--- src/rtl/seq_pkg.sv ---
// Package for seq_word_serializer.
// Holds the serializer state encoding and the default word width.
package seq_pkg;

    typedef enum logic [1:0] {
        SER_IDLE   = 2'd0,
        SER_SHIFT  = 2'd1,
        SER_PARITY = 2'd2
    } ser_state_t;

    localparam int SER_WIDTH_DEFAULT = 8;

endpackage

--- src/rtl/seq_word_serializer.sv ---
// seq_word_serializer
// Parallel-to-serial word serializer. It accepts words over a valid/ready
// handshake and emits them one bit per clock on ser_out, with ser_valid
// marking the frame bits. Storage is one shift register plus a one-word
// holding register, so back-to-back words stream without a gap.
//
// Optional feature: define SER_PARITY_EN to append one even-parity bit
// (XOR of the word) after the data bits, making a frame WIDTH+1 bits.
//
// Parameters:
//   WIDTH      data word width in bits (2..32)
//   MSB_FIRST  1 = MSB first, 0 = LSB first
// Ports:
//   clk        clock, all state updates on its rising edge
//   reset      asynchronous active-high reset
//   in_valid   upstream word offered
//   in_data    upstream word, captured on handshake
//   in_ready   a word can be accepted this cycle (holding register empty)
//   ser_out    registered serial bit, 0 whenever ser_valid is 0
//   ser_valid  registered, ser_out carries a frame bit
//   busy       shifter active or holding register full
//
// state      | meaning
// -----------+--------------------------------------------------------
// SER_IDLE   | no frame in flight; a handshake loads the shifter
// SER_SHIFT  | data bits on ser_out; bit counter tracks the current bit
// SER_PARITY | parity bit on ser_out (only with SER_PARITY_EN)
module seq_word_serializer
    import seq_pkg::*;
#(
    parameter int WIDTH     = SER_WIDTH_DEFAULT,
    parameter bit MSB_FIRST = 1'b1
) (
    input  bit               clk,
    input  logic             reset,
    input  logic             in_valid,
    input  logic [WIDTH-1:0] in_data,
    output logic             in_ready,
    output logic             ser_out,
    output logic             ser_valid,
    output logic             busy
);

    localparam int CW = $clog2(WIDTH);
    localparam logic [CW-1:0] CNT_LAST = CW'(WIDTH - 1);

    ser_state_t       state_q, state_d;
    logic [CW-1:0]    cnt_q, cnt_d;
    logic [WIDTH-1:0] shift_q, shift_d;
    logic [WIDTH-1:0] hold_q, hold_d;
    logic             hold_full_q, hold_full_d;
    logic             ser_out_d, ser_valid_d;
`ifdef SER_PARITY_EN
    logic             par_q, par_d;
`endif

    logic             hs;
    logic             frame_end;
    logic             do_load;
    logic [WIDTH-1:0] load_word;

    // Ready depends only on the holding register; it is also forced low
    // while reset is asserted so nothing is offered into a clearing block.
    assign in_ready = ~hold_full_q & ~reset;
    assign hs       = in_valid & in_ready;
    assign busy     = (state_q != SER_IDLE) || hold_full_q;

    always_ff @(posedge clk or posedge reset) begin
        if (reset) begin
            state_q     <= SER_IDLE;
            cnt_q       <= '0;
            shift_q     <= '0;
            hold_q      <= '0;
            hold_full_q <= 1'b0;
            ser_out     <= 1'b0;
            ser_valid   <= 1'b0;
`ifdef SER_PARITY_EN
            par_q       <= 1'b0;
`endif
        end else begin
            state_q     <= state_d;
            cnt_q       <= cnt_d;
            shift_q     <= shift_d;
            hold_q      <= hold_d;
            hold_full_q <= hold_full_d;
            ser_out     <= ser_out_d;
            ser_valid   <= ser_valid_d;
`ifdef SER_PARITY_EN
            par_q       <= par_d;
`endif
        end
    end

    always_comb begin
        state_d     = state_q;
        cnt_d       = cnt_q;
        shift_d     = shift_q;
        hold_d      = hold_q;
        hold_full_d = hold_full_q;
        ser_out_d   = 1'b0;
        ser_valid_d = 1'b0;
        frame_end   = 1'b0;
        do_load     = 1'b0;
        load_word   = in_data;
`ifdef SER_PARITY_EN
        par_d       = par_q;
`endif

        case (state_q)
            SER_IDLE: begin
                if (hs) begin
                    do_load = 1'b1;
                end
            end
            SER_SHIFT: begin
                if (cnt_q == CNT_LAST) begin
`ifdef SER_PARITY_EN
                    state_d     = SER_PARITY;
                    ser_out_d   = par_q;
                    ser_valid_d = 1'b1;
`else
                    frame_end   = 1'b1;
`endif
                end else begin
                    // The first bit was emitted at load time, so the
                    // shifter always holds the next bit at its output end.
                    cnt_d       = cnt_q + CW'(1);
                    ser_valid_d = 1'b1;
                    if (MSB_FIRST) begin
                        ser_out_d = shift_q[WIDTH-1];
                        shift_d   = shift_q << 1;
                    end else begin
                        ser_out_d = shift_q[0];
                        shift_d   = shift_q >> 1;
                    end
                end
            end
`ifdef SER_PARITY_EN
            SER_PARITY: begin
                frame_end = 1'b1;
            end
`endif
            default: begin
                state_d = SER_IDLE;
            end
        endcase

        if (frame_end) begin
            // A held word cannot coincide with a handshake: in_ready is low.
            if (hold_full_q) begin
                do_load     = 1'b1;
                load_word   = hold_q;
                hold_full_d = 1'b0;
            end else if (hs) begin
                do_load = 1'b1;
            end else begin
                state_d = SER_IDLE;
            end
        end else if (hs && (state_q != SER_IDLE)) begin
            hold_d      = in_data;
            hold_full_d = 1'b1;
        end

        if (do_load) begin
            state_d     = SER_SHIFT;
            cnt_d       = '0;
            ser_valid_d = 1'b1;
`ifdef SER_PARITY_EN
            par_d       = ^load_word;
`endif
            if (MSB_FIRST) begin
                ser_out_d = load_word[WIDTH-1];
                shift_d   = load_word << 1;
            end else begin
                ser_out_d = load_word[0];
                shift_d   = load_word >> 1;
            end
        end
    end

endmodule

--- config.mk ---
export PLATFORM = sky130hd
export DESIGN_NAME = seq_word_serializer
export DESIGN_NICKNAME = d
export VERILOG_FILES = /design/src/rtl/seq_pkg.sv /design/src/rtl/seq_word_serializer.sv
export SDC_FILE = /design/constraint.sdc
export NUM_CORES = 1
export LEC_CHECK = 0
export ABC_AREA = 0
export CAP_MARGIN = 20
export CORE_MARGIN = 2
export CORE_UTILIZATION = 57
export CTS_CLUSTER_SIZE = 40
export DETAILED_ROUTE_END_ITERATION = 16
export PLACE_DENSITY = 0.92
export SETUP_SLACK_MARGIN = 0.02
export SLEW_MARGIN = 15
export SYNTH_ARGS = -nofsm -noshare
export SYNTH_HDL_FRONTEND = slang
export SYNTH_SLANG_ARGS = --single-unit
--- constraint.sdc ---
create_clock -name clk -period 4.95 [get_ports clk]
set_input_delay 0.99 -clock clk [delete_from_list [all_inputs] [get_ports clk]]
set_output_delay 0.99 -clock clk [all_outputs]
set_load 0.01 [all_outputs]
### After elaboration in Yosys (flattened, before gate mapping)

Cells that the tools add are included.

* add/subtract/negate cells: 1
* eq/ne operators: 3
* muxes and demuxes: 28
* bitwise gates (word level): 5
* reduce and logical (&&, ||, !) cells: 9

Operator list (number)
* $mux W8: 5
* $mux W1: 15
* $mux W2: 5
* $mux W3: 3
* $reduce_bool A2 Y1: 3
* $reduce_and A2 Y1: 2
* $add A3 B1 Y3 const B: 1
* $eq A3 B3 Y1 const B: 1
* $not A1 Y1: 3
* $and A1 B1 Y1: 2
* $eq A2 B1 Y1 const B: 1
* $logic_not A2 Y1: 1
* $ne A2 B2 Y1 const B: 1
* $reduce_or A2 Y1: 1
* $logic_and A1 B1 Y1: 1
* $logic_or A1 B1 Y1: 1

* register bits after elaboration: 24
* input bits: 11
* output and inout port bits: 4
* word-level logic and storage cells: 53

### Longest topological paths before layout

Gate-level depths: netlist of the first run.

* depth in word-level cells: 10
* gate-level depth with buffers: 6
* mapped depth without buffers: 5

### Worst setup path after synthesis of the first run

No wires, ideal clock.

* kind: input to output
* from: input port reset
* to: output port in_ready
* data arrival time: 1147 ps
* data required time: 3960 ps
* slack: 2813 ps
* stages: 1
* path buffers: 0
* cell sequence: nor2_1

* word-level cells in the longest chain between the ends: 2

Ends and longest elaborated chain
* from (decl): line seq_word_serializer.sv:35 `input logic reset,`
* $not A1 Y1: line seq_word_serializer.sv:64 `assign in_ready = ~hold_full_q & ~reset;`
* $and A1 B1 Y1: line seq_word_serializer.sv:64
* to (decl): line seq_word_serializer.sv:38 `output logic in_ready,`

Every way passes these cells.

### Worst setup path after layout of the first run

Ends and elaborated chain as after synthesis.

==> summary by stage, run 1 <==
Status
The run finished with clean final reports.

Yosys
In this run the cell area of the synthesized design comes to 1120 um^2. The post-synthesis average cell area is 12.5 um^2. The number of different library cells used by synthesis comes to 27.

The top cell type's share of synthesized area is 0.516. The Yosys warning count is 0. The instance count of the mapped netlist is 89. Synthesis produced a netlist with a net count of slightly above 100. Sorting the synthesized cells by area gives the leading types as sky130_fd_sc_hd__dfrtp_1 52%, sky130_fd_sc_hd__mux2i_1 16%, sky130_fd_sc_hd__mux2_1 8.1%, sky130_fd_sc_hd__ha_1 2.2%, sky130_fd_sc_hd__a32o_1 1.8%. After synthesis the netlist holds a flip-flop and latch count of 23. The synthesized design spends more area on one cell type than any other, namely sky130_fd_sc_hd__dfrtp_1.

For this run, the register share of the synthesized area comes to 0.516.

Clock tree
TritonCTS built the clock tree. In this run the number of H-tree levels came out at 1. Once the clock tree was built, the setup fixing pass inserted 0 buffers. In this run, post-CTS hold repair placed 0 buffers.

Clock-pin slew was measured on the worst setup and hold paths at 0.13 ns. The tree built by TritonCTS fans out to 23 sinks. Counting along the longest clock path gives a buffer depth of 2.

The number of clock buffers added by TritonCTS is 3. In this run the clock root is driven by a sky130_fd_sc_hd__clkbuf_4. After clock tree synthesis, the repair step resized 0 gates. The clock latency at the later pin of the worst-skew pair is about 0.32 ns.

Route
In the routed layout, each cell is associated on average with a via count of around 5.5. After detailed routing, the number of remaining DRC violations is 0. After detailed routing, the average wire length per cell comes to 14.7 um. Once detail routing completed, the nets flagged for antenna violations numbered 0.

The total iterations of the first detailed-routing run is 4. The first routing iteration left 6 violations. The total detailed-routing wirelength is between 1500 and 2000 um. For this block, the via count after detailed routing is 719.

Run
Across the run, the number of max-cap violations was 0.

Finish
The fill cell instance count of the final layout is roughly 150. Once layout is complete, the utilization of the core stands at 0.683. In the final layout, the share of cells above drive strength 1 is 0.0962.

The area growth from synthesis to layout is 16.4%. The count of nets after finishing is between 100 and 150. The final antenna diode count is 0. After routing the design area is ~1300 um^2.

STA
The number of hold violations in the final report came to 0. The measured slew at the worst slew-check pin is about 0.92 ns. The setup TNS is 0 ns. The final-report setup violation count is 0.

Setup repair after global routing left no endpoint under its margin. The count of pins over their slew limit is 0. Of the available clock period, the critical path in the final layout requires 0.617. The final critical-path required period is around 3.1 ns.

The worst clock skew is 0.00926 ns. The worst pin sits at a relative slew slack of 0.383. Derived from the worst setup path, the maximum achievable clock frequency is roughly 330 MHz. The worst path setup slack after routing is between 1.5 and 2 ns.

Die
For this configuration, the core starts out at a cell density of 0.587. After floorplanning, the core was divided into 16 placement rows. The die boundary width is 48.3 um. During I/O placement, the number of pins put on the boundary was 15. The height of the die is about 48 um. The die covers 2330 um^2. After floorplanning, the core was sized to cover 1900 um^2.

Critical path
The critical path is of the in2out type. By instance count, the cell type seen most on the critical path is sky130_fd_sc_hd__clkdlybuf4s50_1. The required time at the worst-slack endpoint is slightly below 4 ns. At the worst endpoint, the arrival time is about 2.1 ns. The number of buffers and inverters on the critical path is 2.

The worst setup path is launched from an input pin. The signal on the critical path passes through clkdlybuf4s50_1 > nor2_1 > clkdlybuf4s50_1. STA classifies the critical path endpoint as an output port. The largest incremental delay on the critical path is around 0.53 ns. The largest individual stage delay along the critical path comes from the cell sky130_fd_sc_hd__clkdlybuf4s50_1.

Of all nets on the critical path, the largest fanout is 3. The cell family contributing the most delay on the critical path is buffers and inverters. The reg2reg setup slack is 2.82 ns.

Placement
The post-place setup slack is about 1.9 ns. The estimated wirelength of the detail-placed design is around 1400 um. The placed instances occupy a cell area of 1270 um^2. The number of buffers added on ports is 14.

The weighted congestion reported at the end of routability-driven placement is between 0.7 and 0.8.

Pwr
IR analysis of the VDD net gives a maximum drop of 221 uV. Power spread over the standard cell area amounts to between 300 and 400 nW/um^2. The standby leakage power is between 0.6 and 0.7 nW. The overall power of the completed layout is between 0.4 and 0.5 mW.

Global route
The first-pass GRT wire length is 3160 um. The via count of the first global-routing pass is 760. In the global route stage, overall resource usage came out at 0.202. The largest net degree at the start of global routing is 27.

The total congestion overflow after global routing is 0. The initial antenna violation count was 0.

Min path
The type of the tightest min-delay check is reg2reg.
[placed cells by master (no fill, tap or decap)]
cell                              instances
sky130_fd_sc_hd__or3b_4                   1
sky130_fd_sc_hd__a211oi_1                 1
sky130_fd_sc_hd__o21ai_1                  1
sky130_fd_sc_hd__a21oi_1                  1
sky130_fd_sc_hd__clkdlybuf4s50_1         14
sky130_fd_sc_hd__a31oi_1                  1
sky130_fd_sc_hd__inv_1                    4
sky130_fd_sc_hd__nand4b_1                 1
sky130_fd_sc_hd__mux2_1                   8
sky130_fd_sc_hd__nor2_1                   5
sky130_fd_sc_hd__nand2_1                  4
sky130_fd_sc_hd__mux2i_1                 18
sky130_fd_sc_hd__or3_2                    1
sky130_fd_sc_hd__ha_1                     2
sky130_fd_sc_hd__clkinv_2                 1
sky130_fd_sc_hd__xnor2_1                  1
sky130_fd_sc_hd__nor3b_1                  1
sky130_fd_sc_hd__a211o_1                  1
sky130_fd_sc_hd__clkbuf_4                 3
sky130_fd_sc_hd__o221ai_1                 2
sky130_fd_sc_hd__buf_4                    1
sky130_fd_sc_hd__a32o_1                   2
sky130_fd_sc_hd__o21bai_4                 1
sky130_fd_sc_hd__conb_1                   1
sky130_fd_sc_hd__or2_2                    1
sky130_fd_sc_hd__dfrtp_1                 23
sky130_fd_sc_hd__o22ai_1                  1
sky130_fd_sc_hd__nor2b_1                  2
sky130_fd_sc_hd__nand2b_2                 1
[through the flow]
step	cells	hold WS, ns
2_1_floorplan	89	0.455
4_1_cts	131	0.511
3_3_place_gp	127	0.467
3_5_place_dp	127	0.482
5_1_grt	131	0.527
6_report	131	0.504
[state kept, by name, summed over array words and instances (netlist names)]
name	count
cnt_q	3
hold_full_q	1
hold_q	8
ser_out	1
ser_valid	1
shift_q	7
state_q	2
[power by group]
part / switching, mW / total [mW] / internal [mW] / leakage [nW]
Combinational: 0.0312 / 0.0762 / 0.0450 / 0.328
Sequential: 0.0299 / 0.269 / 0.239 / 0.289
Clock: 0.0575 / 0.0878 / 0.0303 / 0.0177
Total: 0.119 / 0.433 / 0.314 / 0.635
[kinds of logic (layout without fill, tap and decap cells)]
family	Yosys count	in the layout	synth area share
and+or+nand+nor	17	17	0.0863
xor gates and xnor gates	1	1	0.00785
buffers and inverters	8	23	0.0370
adders and majority gates	2	2	0.0224
muxes	26	26	0.242
AOI/OAI and AO/OA	11	11	0.0852
DFF	23	23	0.516
other	1	1	0.00336
[routing by layer]
metal  up-vias  wire length, um  GRT usage
met4         0               35      0.114
met3         5               51     0.0407
met5         -                0          0
met1       356              799      0.229
li1        346                -          -
met2        12             1050      0.353
[cell type report]
class / instances / area, um^2 / area share
clock inverters: 1 / 5.00 / 0.00385
multi-input cells: 58 / 499 / 0.384
inverters: 4 / 15.0 / 0.0116
repair buffers: 15 / 148 / 0.114
clock buffers: 3 / 22.5 / 0.0173
flip-flops and latches: 23 / 576 / 0.443
well taps: 27 / 33.8 / 0.0260
[synth_stat cells, drive strengths merged]
| cell | number |
|---|---|
| nor2 | 5 |
| a31oi | 1 |
| nand2b | 1 |
| nand4b | 1 |
| or2 | 1 |
| nor3b | 1 |
| o21bai | 1 |
| a32o | 2 |
| o21ai | 1 |
| conb | 1 |
| ha | 2 |
| or3 | 1 |
| mux2i | 18 |
| dfrtp | 23 |
| a21oi | 1 |
| inv | 4 |
| o221ai | 2 |
| a211oi | 1 |
| nand2 | 4 |
| nor2b | 2 |
| or3b | 1 |
| mux2 | 8 |
| xnor2 | 1 |
| buf | 4 |
| o22ai | 1 |
| a211o | 1 |
[final timing paths]
path,from,endpoint,cells past startpoint
worst min-delay path,shift_q[6]$_DFFE_PP0P_,shift_q[7]$_DFFE_PP0P_,2
max in group asynchronous,reset,hold_q[4]$_DFFE_PP0P_,2
worst max-delay path,reset,in_ready,3
worst max register to register,cnt_q[0]$_DFFE_PP0P_,shift_q[5]$_DFFE_PP0P_,6
min in group asynchronous,reset,shift_q[3]$_DFFE_PP0P_,2
worst min register to register,shift_q[6]$_DFFE_PP0P_,shift_q[7]$_DFFE_PP0P_,2
[tightest hold or removal path, stage by stage (launching register included)]
cell and delay, ns:
sky130_fd_sc_hd__dfrtp_1 0.37, sky130_fd_sc_hd__nand2_1 0.05, sky130_fd_sc_hd__o221ai_1 0.06
No activity file was read; power rests on OpenSTA's default activity.
==> inputs of run 2 (changes only) <==
- CORE_UTILIZATION: 57 -> 53
- PLACE_DENSITY: 0.92 -> 0.87
- clock period: 4.95 -> 2.9 ns (I/O delays scaled with it)
==> run 2 against run 1 <==
Net effect: critical endpoint is now busy; total power grew 71%; utilization down 2.1 points; critical path depth fell by 1; highest routed layer unchanged.
==> summary by stage, run 2 (synthesized netlist as in run 1, its figures left out) <==
Status
The run finished with clean final reports.

Finish
The top cell types in the final layout, fill and taps aside, are 23 x sky130_fd_sc_hd__dfrtp_1, 18 x sky130_fd_sc_hd__mux2i_1, 14 x sky130_fd_sc_hd__clkdlybuf4s50_1. The fill cell instance count of the final layout is 150. The library cell used most frequently in the layout, excluding fill and tap cells, is sky130_fd_sc_hd__dfrtp_1. The number of standard cells in the final layout excluding fillers is 133. In the final design database the tool counted 120 nets. The register with the most flip-flops in the layout has 8 of them. Relative to the synthesized area, the layout overhead comes to 17.6%. In the final layout, the share of cells above drive strength 1 is 0.104.

0 antenna diodes ended up in the layout. For this run, the share of the core covered by cells in the final layout is 0.662. The largest registers in the layout are hold_q (8), shift_q (7), cnt_q (3). hold_q holds more flip-flops than any other register.

Pwr
IR analysis of the VDD net gives a maximum drop of 487 uV. In this run the power density over the cells is around 560 nW/um^2. The standby leakage power is between 0.6 and 0.7 nW.

Die
After floorplanning, the core was sized to cover around 2000 um^2. The die is 49.9 um tall. The starting density of the core is 0.563. The die boundary width is between 40 and 50 um. The number of ports placed on the die boundary is 15. The floorplan has 16 rows. The die covers ~2500 um^2.

Route
The detail route stage leaves a number of antenna-violating nets equal to 0. The via count is ~700. The first routing iteration left 5 violations. The total detailed-routing wirelength is around 1800 um. The residual DRC count is 0. In the routed layout, each cell is associated on average with a via count of about 5.2. After detailed routing, the average wire length per cell comes to between 10 and 15 um. The total iterations of the first detailed-routing run is 3.

Critical path
For the worst setup path, the data required time is between 2 and 2.5 ns. In this run the worst setup path begins at state_q[1]$_DFF_PP0_. The kind of end point of the critical path is an output port. The endpoint identified for the worst register-to-register timing path is shift_q[7]$_DFFE_PP0P_. In this run the worst path has a maximum fanout of 9.

Data on the critical path arrives at its endpoint at about 1.8 ns. The startpoint identified for the worst register-to-register timing path is cnt_q[0]$_DFFE_PP0P_. STA classifies the critical path startpoint as a flip-flop.

Measured in cells, the most critical reg-to-reg path has a length of 5. In this run the register-to-register setup slack is around 0.95 ns. The category of the most critical setup path is reg2out.

Placement
The congestion estimate from routability-driven global placement came to between 0.7 and 0.8. The number of buffers added on ports is 14. Detailed placement finished with a half-perimeter wire length of between 1000 and 1500 um. The placed instance count is around 130.

STA
Of the available clock period, the critical path in the final layout requires 0.811. The measured slew at the worst slew-check pin is 0.583 ns. Hold timing on the final database bottoms out at a slack of 0.506 ns. Setup repair after global routing left no endpoint under its margin. Headroom to the max-slew limit came out at 0.610. The final-report setup violation count is 0.

Derived from the worst setup path, the maximum achievable clock frequency is 425 MHz. Setup total negative slack on the finished layout was measured at 0 ns. The smallest clock period supported by the final layout is computed as approximately 2.4 ns. The number of hold violations in the final report came to 0. On the final layout, the worst clock skew is 0.000838 ns. The count of pins over their slew limit came to 0.

Min path
The min-delay analysis places its worst path in the category reg2reg. The hold path startpoint is hold_q[0]$_DFFE_PP0P_. For hold timing, the worst endpoint is hold_q[0]$_DFFE_PP0P_.

Along the worst hold path, the cell count comes to 1.

Clock tree
After clock tree synthesis, the clock-pin slew on the worst setup and hold paths is 0.12 ns. The total setup buffers inserted after CTS is 0. The clock passes through at most 2 buffers. The buffer type at the clock tree root is sky130_fd_sc_hd__clkbuf_4.

The total of cells resized after clock tree synthesis is 0. The number of sinks driven by the clock tree is 23. The CTS buffer count is 3. The number of H-tree branching levels is 1. The TritonCTS clock tree is yes.

For the worst-skew pair, the clock arrives at the later sink with an insertion delay of 0.31 ns. For this design, the CTS-stage hold fixing added 0 buffers.

Global route
In this run the most used layer during global routing was met2. The first global-routing pass estimated approximately 3200 um of wire. The met1 usage is 0.202. The met3 usage is 0.0273. The largest net degree at the start of global routing is 16.

The via count of the first global-routing pass is around 710. The total congestion overflow after global routing is 0. The met2 layer usage reported by global route is 0.311.

The global-route usage over all layers is 0.178. The initial antenna violation count is 0.

Run
The count of max-cap constraint violations is 0.
[run 2: cell type report]
cell class | instances | area (um^2) | share of cell area
Clock buffer | 4 | 26.3 | 0.0200
Tap cell | 27 | 33.8 | 0.0257
Multi-Input combinational cell | 58 | 499 | 0.380
Sequential cell | 23 | 576 | 0.439
Inverter | 4 | 15.0 | 0.0114
Timing Repair Buffer | 17 | 163 | 0.124
[run 2: where the power goes]
part | internal [mW] | switching, mW | leakage [nW]
sequential | 0.408 | 0.0494 | 0.289
clock | 0.0538 | 0.0946 | 0.0150
combinational | 0.0798 | 0.0547 | 0.338
[run 2: how the worst max path moves through the flow]
stage / endpoint / cells past startpoint
final: busy / 2
after floorplan: shift_q[6]$_DFFE_PP0P_ / 3
after global routing: busy / 2
after detailed placement: hold_q[7]$_DFFE_PP0P_ / 4
after global placement: in_ready / 3
after CTS: busy / 2
[run 2: critical path, stage by stage (launching register included)]
cell and delay, ns:
sky130_fd_sc_hd__dfrtp_1 0.50, sky130_fd_sc_hd__or3_2 0.48, sky130_fd_sc_hd__clkdlybuf4s50_1 0.48
[run 2: metal layers]
| layer | part of all wire | routed length [um] |
|---|---|---|
| met2 | 0.53 | 969 |
| met5 | 0 | 0 |
| met4 | 0.025 | 46 |
| met3 | 0.020 | 36 |
| met1 | 0.43 | 787 |
[run 2: through the flow]
step	setup slack, ns	total power, mW	cell area [um^2]
2_1_floorplan	1.23	0.549	1120
3_3_place_gp	0.683	0.581	1290
3_5_place_dp	0.647	0.602	1290
4_1_cts	0.544	0.748	1310
5_1_grt	0.465	0.792	1310
6_report	0.547	0.741	1310
